## src/rtl/apb_regfile_slave.sv

```systemverilog
// APB completer with a byte register bank, a read-only write counter (WCNT)
// at the top address, configurable wait states and error response on bad accesses.
module apb_regfile_slave #(
  parameter int unsigned ADDR_W      = 4,
  parameter int unsigned DATA_W      = 8,
  parameter int unsigned NUM_REGS    = 8,
  parameter int unsigned WAIT_CYCLES = 1
) (
  input  logic              i_pclk,
  input  logic              i_rst_n,
  input  logic [ADDR_W-1:0] i_paddr,
  input  logic              i_pwrite,
  input  logic              i_psel,
  input  logic              i_penable,
  input  logic [DATA_W-1:0] i_pwdata,
  output logic [DATA_W-1:0] o_prdata,
  output logic              o_pready,
  output logic              o_pslverr
);

  localparam int unsigned CNT_W = (WAIT_CYCLES > 0) ? $clog2(WAIT_CYCLES + 1) : 1;

  typedef enum logic {S_IDLE, S_ACCESS} state_t;

  state_t            r_state, w_state_nxt;
  logic [CNT_W-1:0]  r_cnt, w_cnt_nxt;
  logic [ADDR_W-1:0] r_addr;
  logic              r_write;
  logic [DATA_W-1:0] r_wdata;
  logic              r_err;
  logic [DATA_W-1:0] r_regs [NUM_REGS];
  logic [DATA_W-1:0] r_wcnt;

  logic              w_setup, w_step, w_done, w_abort, w_commit;
  logic              w_is_reg, w_is_wcnt, w_err;
  logic [DATA_W-1:0] w_rd;
  logic              w_pready_nxt, w_pslverr_nxt;
  logic [DATA_W-1:0] w_prdata_nxt;

  // Address decode and read mux for the setup phase
  always_comb begin
    w_is_reg = 1'b0;
    w_rd     = '0;
    for (int i = 0; i < int'(NUM_REGS); i++) begin
      if (i_paddr == ADDR_W'(i)) begin
        w_is_reg = 1'b1;
        w_rd     = r_regs[i];
      end
    end
    w_is_wcnt = (i_paddr == {ADDR_W{1'b1}});
    if (w_is_wcnt) w_rd = r_wcnt;
    w_err = !(w_is_reg || w_is_wcnt) || (w_is_wcnt && i_pwrite);
  end

  assign w_setup  = (r_state == S_IDLE)   && i_psel && !i_penable;
  assign w_step   = (r_state == S_ACCESS) && i_psel && i_penable && (r_cnt != '0);
  assign w_done   = (r_state == S_ACCESS) && i_psel && i_penable && (r_cnt == '0);
  assign w_abort  = (r_state == S_ACCESS) && !i_psel;
  assign w_commit = w_done && r_write && !r_err;

  always_ff @(posedge i_pclk or negedge i_rst_n) begin
    if (!i_rst_n) r_state <= S_IDLE;
    else          r_state <= w_state_nxt;
  end

  always_comb begin
    w_state_nxt = r_state;
    case (r_state)
      S_IDLE:   if (w_setup)           w_state_nxt = S_ACCESS;
      S_ACCESS: if (w_done || w_abort) w_state_nxt = S_IDLE;
      default:                         w_state_nxt = S_IDLE;
    endcase
  end

  // Next values of the registered outputs; pready/pslverr anticipate cnt reaching 0
  always_comb begin
    w_cnt_nxt     = r_cnt;
    w_pready_nxt  = o_pready;
    w_pslverr_nxt = o_pslverr;
    w_prdata_nxt  = o_prdata;
    if (w_setup) begin
      w_cnt_nxt     = CNT_W'(WAIT_CYCLES);
      w_pready_nxt  = (WAIT_CYCLES == 0);
      w_pslverr_nxt = w_err && (WAIT_CYCLES == 0);
      if (!i_pwrite) w_prdata_nxt = w_err ? '0 : w_rd;
    end else if (w_step) begin
      w_cnt_nxt     = r_cnt - CNT_W'(1);
      w_pready_nxt  = (r_cnt == CNT_W'(1));
      w_pslverr_nxt = r_err && (r_cnt == CNT_W'(1));
    end else if (w_done || w_abort) begin
      w_pready_nxt  = 1'b0;
      w_pslverr_nxt = 1'b0;
    end
  end

  always_ff @(posedge i_pclk or negedge i_rst_n) begin
    if (!i_rst_n) begin
      r_cnt     <= '0;
      r_addr    <= '0;
      r_write   <= 1'b0;
      r_wdata   <= '0;
      r_err     <= 1'b0;
      r_wcnt    <= '0;
      o_prdata  <= '0;
      o_pready  <= 1'b0;
      o_pslverr <= 1'b0;
      for (int i = 0; i < int'(NUM_REGS); i++) r_regs[i] <= '0;
    end else begin
      r_cnt     <= w_cnt_nxt;
      o_prdata  <= w_prdata_nxt;
      o_pready  <= w_pready_nxt;
      o_pslverr <= w_pslverr_nxt;
      if (w_setup) begin
        r_addr  <= i_paddr;
        r_write <= i_pwrite;
        r_wdata <= i_pwdata;
        r_err   <= w_err;
      end
      if (w_commit) begin
        for (int i = 0; i < int'(NUM_REGS); i++) begin
          if (r_addr == ADDR_W'(i)) r_regs[i] <= r_wdata;
        end
        r_wcnt <= r_wcnt + DATA_W'(1);
      end
    end
  end

endmodule

```

## config.mk

```make
export PLATFORM = sky130hd
export DESIGN_NAME = apb_regfile_slave
export DESIGN_NICKNAME = d
export VERILOG_FILES = /design/src/rtl/apb_regfile_slave.sv
export SDC_FILE = /design/constraint.sdc
export NUM_CORES = 1
export LEC_CHECK = 0
export BUFFER_PORTS_ARGS = -buffer_cell sky130_fd_sc_hd__clkbuf_2
export CAP_MARGIN = 20
export CORE_MARGIN = 1.5
export CORE_UTILIZATION = 45
export DETAILED_ROUTE_END_ITERATION = 7
export PLACE_DENSITY_LB_ADDON = 0.1
export SLEW_MARGIN = 0
export SYNTH_ARGS = -nofsm -noshare
export SYNTH_HDL_FRONTEND = slang
export SYNTH_SLANG_ARGS = --single-unit
```

## constraint.sdc

```tcl
create_clock -name i_pclk -period 2.9 [get_ports i_pclk]
set_input_delay 0.58 -clock i_pclk [delete_from_list [all_inputs] [get_ports i_pclk]]
set_output_delay 0.58 -clock i_pclk [all_outputs]
set_load 0.05 [all_outputs]
```

# Word-level counts from Yosys, hierarchy flattened
# Cells that the tools add are included.
[word_totals] reg_bits=98 input_bits=17 output_inout_bits=10 elab_cells=97
[op_classes] addsub=2 eq_ne=15 muxes=28 bitwise=3 reduce_logical=31
[op_table] operator="$mux 8" count=10
[op_table] operator="$eq 4x3->1 const B" count=8
[op_table] operator="$reduce_and 2->1" count=9
[op_table] operator="$mux 1" count=17
[op_table] operator="$eq 4x2->1 const B" count=4
[op_table] operator="$logic_and 1x1->1" count=11
[op_table] operator="$add 8x1->8 const B" count=1
[op_table] operator="$eq 4x1->1 const B" count=2
[op_table] operator="$logic_not 4->1" count=2
[op_table] operator="$eq 4x4->1 const B" count=1
[op_table] operator="$logic_not 1->1" count=4
[op_table] operator="$logic_or 1x1->1" count=3
[op_table] operator="$not 1->1" count=3
[op_table] operator="$reduce_bool 3->1" count=1
[op_table] operator="$pmux 1 s2" count=1
[op_table] operator="$reduce_bool 2->1" count=1
[op_table] operator="$sub 1x1->1 const B" count=1

# Depth between registers and ports, before layout
[logic_depth] ltp_word=13 depth_mapped=6 depth_no_buf=4

# Worst setup path after synthesis
# No wires, ideal clock.
[synth_timing] path_kind="input-to-reg" start="input i_penable" end="register r_regs[32] in the netlist's numbering" arrival_ns=1.824 required_ns=2.775 slack_ns=0.951 cell_stages=5 path_buffers=1 path_cell_list="buf_2 nand4bb_4 nor2_4 nor4b_4 mux2_2"
[synth_between] elab_chain_cells=5
[synth_rtl] item="start: declaration" line_no="14" text="input logic i_penable,"
[synth_rtl] item="$logic_and 1x1->1 (2 in series)" line_no="57" text="assign w_done = (r_state == S_ACCESS) && i_psel && i_penable && (r_cnt == '0);"
[synth_rtl] item="$logic_and 1x1->1 (2 in series)" line_no="59" text="assign w_commit = w_done && r_write && !r_err;"
[synth_rtl] item="$reduce_and 2->1 (no source line)"
[synth_rtl] item="end signal: indexed assignment" line_no="121" text="if (r_addr == ADDR_W'(i)) r_regs[i] <= r_wdata;"
[synth_rtl] item="end: declaration" line_no="31" text="logic [DATA_W-1:0] r_regs [NUM_REGS];"
# No other way between the ends.
# A chain may end at the register's enable or synchronous reset.

# Worst setup path after layout
[layout_timing] start="register r_state" end="register r_regs[34] in the netlist's numbering"
[layout_between] elab_chain_cells=6
[layout_rtl] item="start: declaration" line_no="25" text="state_t r_state, w_state_nxt;"
[layout_rtl] item="start signal: assignment" line_no="63" text="else r_state <= w_state_nxt;"
[layout_rtl] item="$logic_and 1x1->1 (3 in series)" line_no="57"
[layout_rtl] item="$logic_and 1x1->1 (2 in series)" line_no="59"
[layout_rtl] item="$reduce_and 2->1 (no source line)"
# No other way between the ends.

==> metrics.md <==
| Metric | Value |
|---|---|
| Worst Path Required | 3.15 ns |
| Post-CTS Resized | 0 |
| Hold Fails Final Rpt | 0 |
| Post-layout minimum cycle time | about 2.2 ns |
| Total Routing Usage GR | 0.206 |
| CTS Buffer Depth | 2 |
| Critical Setup Path Class | reg2reg |
| Commonest cells after routing, fill and taps aside | 98 x dfrtp_1, 77 x mux2_2, 31 x nor2_1, 25 x clkbuf_2, 22 x o21ai_0 |
| Pin count of the biggest net entering global routing | 42 |
| Largest family of logic cells by synthesized area | multiplexers |
| Xor/xnor share of the synthesized area | 0.0131 |
| Max-slew headroom | 0.553 |
| Max Cap Viol | 0 |
| Core Footprint | ~10000 sq um |
| Vias/cell | 5.64 |
| Seq/Total Area, Yosys | 0.524 |
| Design Power | around 2.9 mW |
| Mapped Cells | 390 |
| Worst-case clock skew | 0.0125 ns |
| Clock-pin slew on the worst setup and hold paths | 0.10 ns |
| Arr. time, crit path | around 2.5 ns |
| Die X | between 100 and 150 microns |
| CTS tree | yes |
| Post-DP HPWL | 7.39 mm |
| Synthesized area per cell | 12.0 sq um |
| Max IR drop VDD | 0.279 mV |
| Nets | 431 |
| Crit end category | flop |
| Most common cell after layout, fill and taps aside | dfrtp_1 |
| Buf+Inv Stages, Crit Path | 0 |
| Ranking of synthesized cells by area | dfrtp_1 52%, mux2_2 19%, mux2i_1 3.2% |
| Post-Route WL | 10.3 mm |
| Fmax | 452 MHz |
| Final GP Congestion | 0.779 |
| Final period util | 0.762 |
| Top-area cell type share of the netlist area | 0.524 |
| H-tree Lvls | 3 |
| Setup crit start kind | flop |
| Family with the most delay on the worst path | simple AND/OR/NAND/NOR gates |
| # port buffers | 26 |
| Leakage | 2.42 nW |
| Sum Neg Setup Slack | 0 ns |
| Register bit count reported by yosys | just under 100 |
| CTS Hold Bufs | 0 |
| Via count | 3126 |
| Yosys cell types | 43 |
| Vias in the first global route | 3191 |
| First-pass GRT wire length | approximately 18 mm |
| Clock root buffer | clkbuf_8 |
| Antenna Cells | 0 |
| Later-pin clock latency in the skew report | 0.37 ns |
| Post-Synth Simple-Gate Area | 0.109 |
| CTS sink count | a little under 100 |
| Rows | 37 |
| Die area | 11000 sq um |
| Initial DRT Pass Iterations | 4 |
| Starting Density | 0.459 |
| Area leader, netlist | dfrtp_1 |
| CP Max Fanout | 15 |
| ANT nets after route | 0 |
| CTS buffer count | 9 |
| Setup violations, final | 0 |
| Complex-gate fraction of the synthesized area | 0.104 |
| Final global-route overflow total | 0 |
| Slew Viols, Final | 0 |
| Synth Net Count | between 400 and 500 |
| PwrDens | 565 nW/um^2 |
| Critical Path Max Stage Delay | 0.59 ns |
| Synth-to-layout area growth | 11.0% |
| Die Y-Extent | 105 microns |
| Synth Area in Adders | 0.00268 |
| Setup bufs post-CTS | 0 |
| Initial DRC Count | 176 |
| Synthesized cell area | 4680 sq um |
| Crit path cell chain | nand2_2, nor2_4, nor4b_4, mux2_2 |
| Initial antenna violation count | 0 |
| Top Ports | 27 |
| Layout cell share with drive strength beyond 1 | 0.337 |
| Drt drc | 0 |
| HP Class | in2async |
| Slowest CP cell | dfrtp_1 |
| Multiplexer share of the synthesized area | 0.217 |
| RSZ-0062 raised after global routing | false |
| Least-Margin Pin Slew | 0.667 ns |
| Status | finished, final reports clean |
| Synth warn | 0 |
| Post-DR wirelength/cell | 18.7 microns |
## worst paths after layout
kind                            depth (start not counted)             startpoint                      to  slack (ns)
worst min register to register                          1  r_wcnt[7]$_DFFE_PN0P_   r_wcnt[7]$_DFFE_PN0P_        0.49
worst max register to register                          4      r_state$_DFF_PN0_  r_regs[34]$_DFFE_PN0P_        0.69
max in group asynchronous                               2                i_rst_n  r_regs[30]$_DFFE_PN0P_        2.04
worst max-delay path                                    4      r_state$_DFF_PN0_  r_regs[34]$_DFFE_PN0P_        0.69
worst min-delay path                                    1                i_rst_n   r_wcnt[5]$_DFFE_PN0P_        0.17
min in group i_pclk                                     2            i_pwdata[1]  r_wdata[1]$_DFFE_PN0P_        0.44
## metal layers
layer / up-vias / GRT usage / share of wire
met3: 15 / 0.0287 / 0.032
met4: 0 / 0.0851 / 0.021
met1: 1577 / 0.297 / 0.49
met5: - / 0 / 0
met2: 56 / 0.313 / 0.46
li1: 1478 / - / -
## cells by family (layout without fill, tap and decap cells)
logic type	count (synthesis)	count (layout)
flops	98	98
mux	92	92
simple gates	84	84
compound gates	76	76
buf+inv	32	60
xor+xnor	7	7
fa+ha+maj	1	1
## through the flow
step	util	std cells	hold WS (ns)	setup WS [ns]	cell area, sq um
after floorplan	-	390	0.284	0.951	4680
after global placement	0.488	538	0.467	0.530	4970
after detailed placement	0.488	538	0.469	0.485	4970
after CTS	0.510	554	0.176	0.682	5190
after global routing	0.510	554	0.200	0.538	5190
final	0.510	554	0.169	0.689	5190
## sequential cells by signal (all words and copies together) (netlist names)
register	cells
r_addr	4
r_wcnt	8
r_state	1
o_prdata	8
r_wdata	8
r_err	1
r_regs	64
o_pslverr	1
o_pready	1
r_cnt	1
r_write	1
## power breakdown
part,leakage [nW],internal (mW),total (mW),switching [mW]
Clock,0.107,0.490,0.978,0.489
Combinational,0.990,0.137,0.377,0.240
Sequential,1.32,1.45,1.58,0.127
## cells in the mapped netlist
library cell  number
nor4b_4            2
xor2_1             1
o21ai_0           22
xnor2_1            6
clkbuf_1          12
nand2b_1           3
a21boi_0           1
nor2_4             1
nor2_1            31
o211ai_1           9
inv_1              8
nor4b_2            1
mux2_2            77
and2_0             1
nor2b_1            4
dfrtp_1           98
nand4_1            6
o311ai_0           2
a221oi_1           7
and4_1             1
nor3b_2            1
nand4bb_4          1
a22oi_1            1
a21oi_1           17
mux2i_1           15
and3_1             2
or3b_2             1
ha_1               1
or2_2              3
buf_1              1
or4bb_1            1
nand3_2            2
nand2_2            1
nand4b_1           2
and3b_1            1
and2_1             1
buf_2             11
nor3_1             2
o221ai_1           1
nand3_1            4
nand2_1           12
a22o_1             9
o22ai_1            7
## area by class of cell
class | instances | area [sq um]
clock inverter | 6 | 90.1
timing repair buffer | 36 | 220
multi-input combinational | 260 | 2100
tap | 136 | 170
sequential | 98 | 2450
fill | 952 | 4990
inverter | 8 | 30.0
clock buffer | 10 | 128
Note: power is estimated with default switching activity, not from simulation.
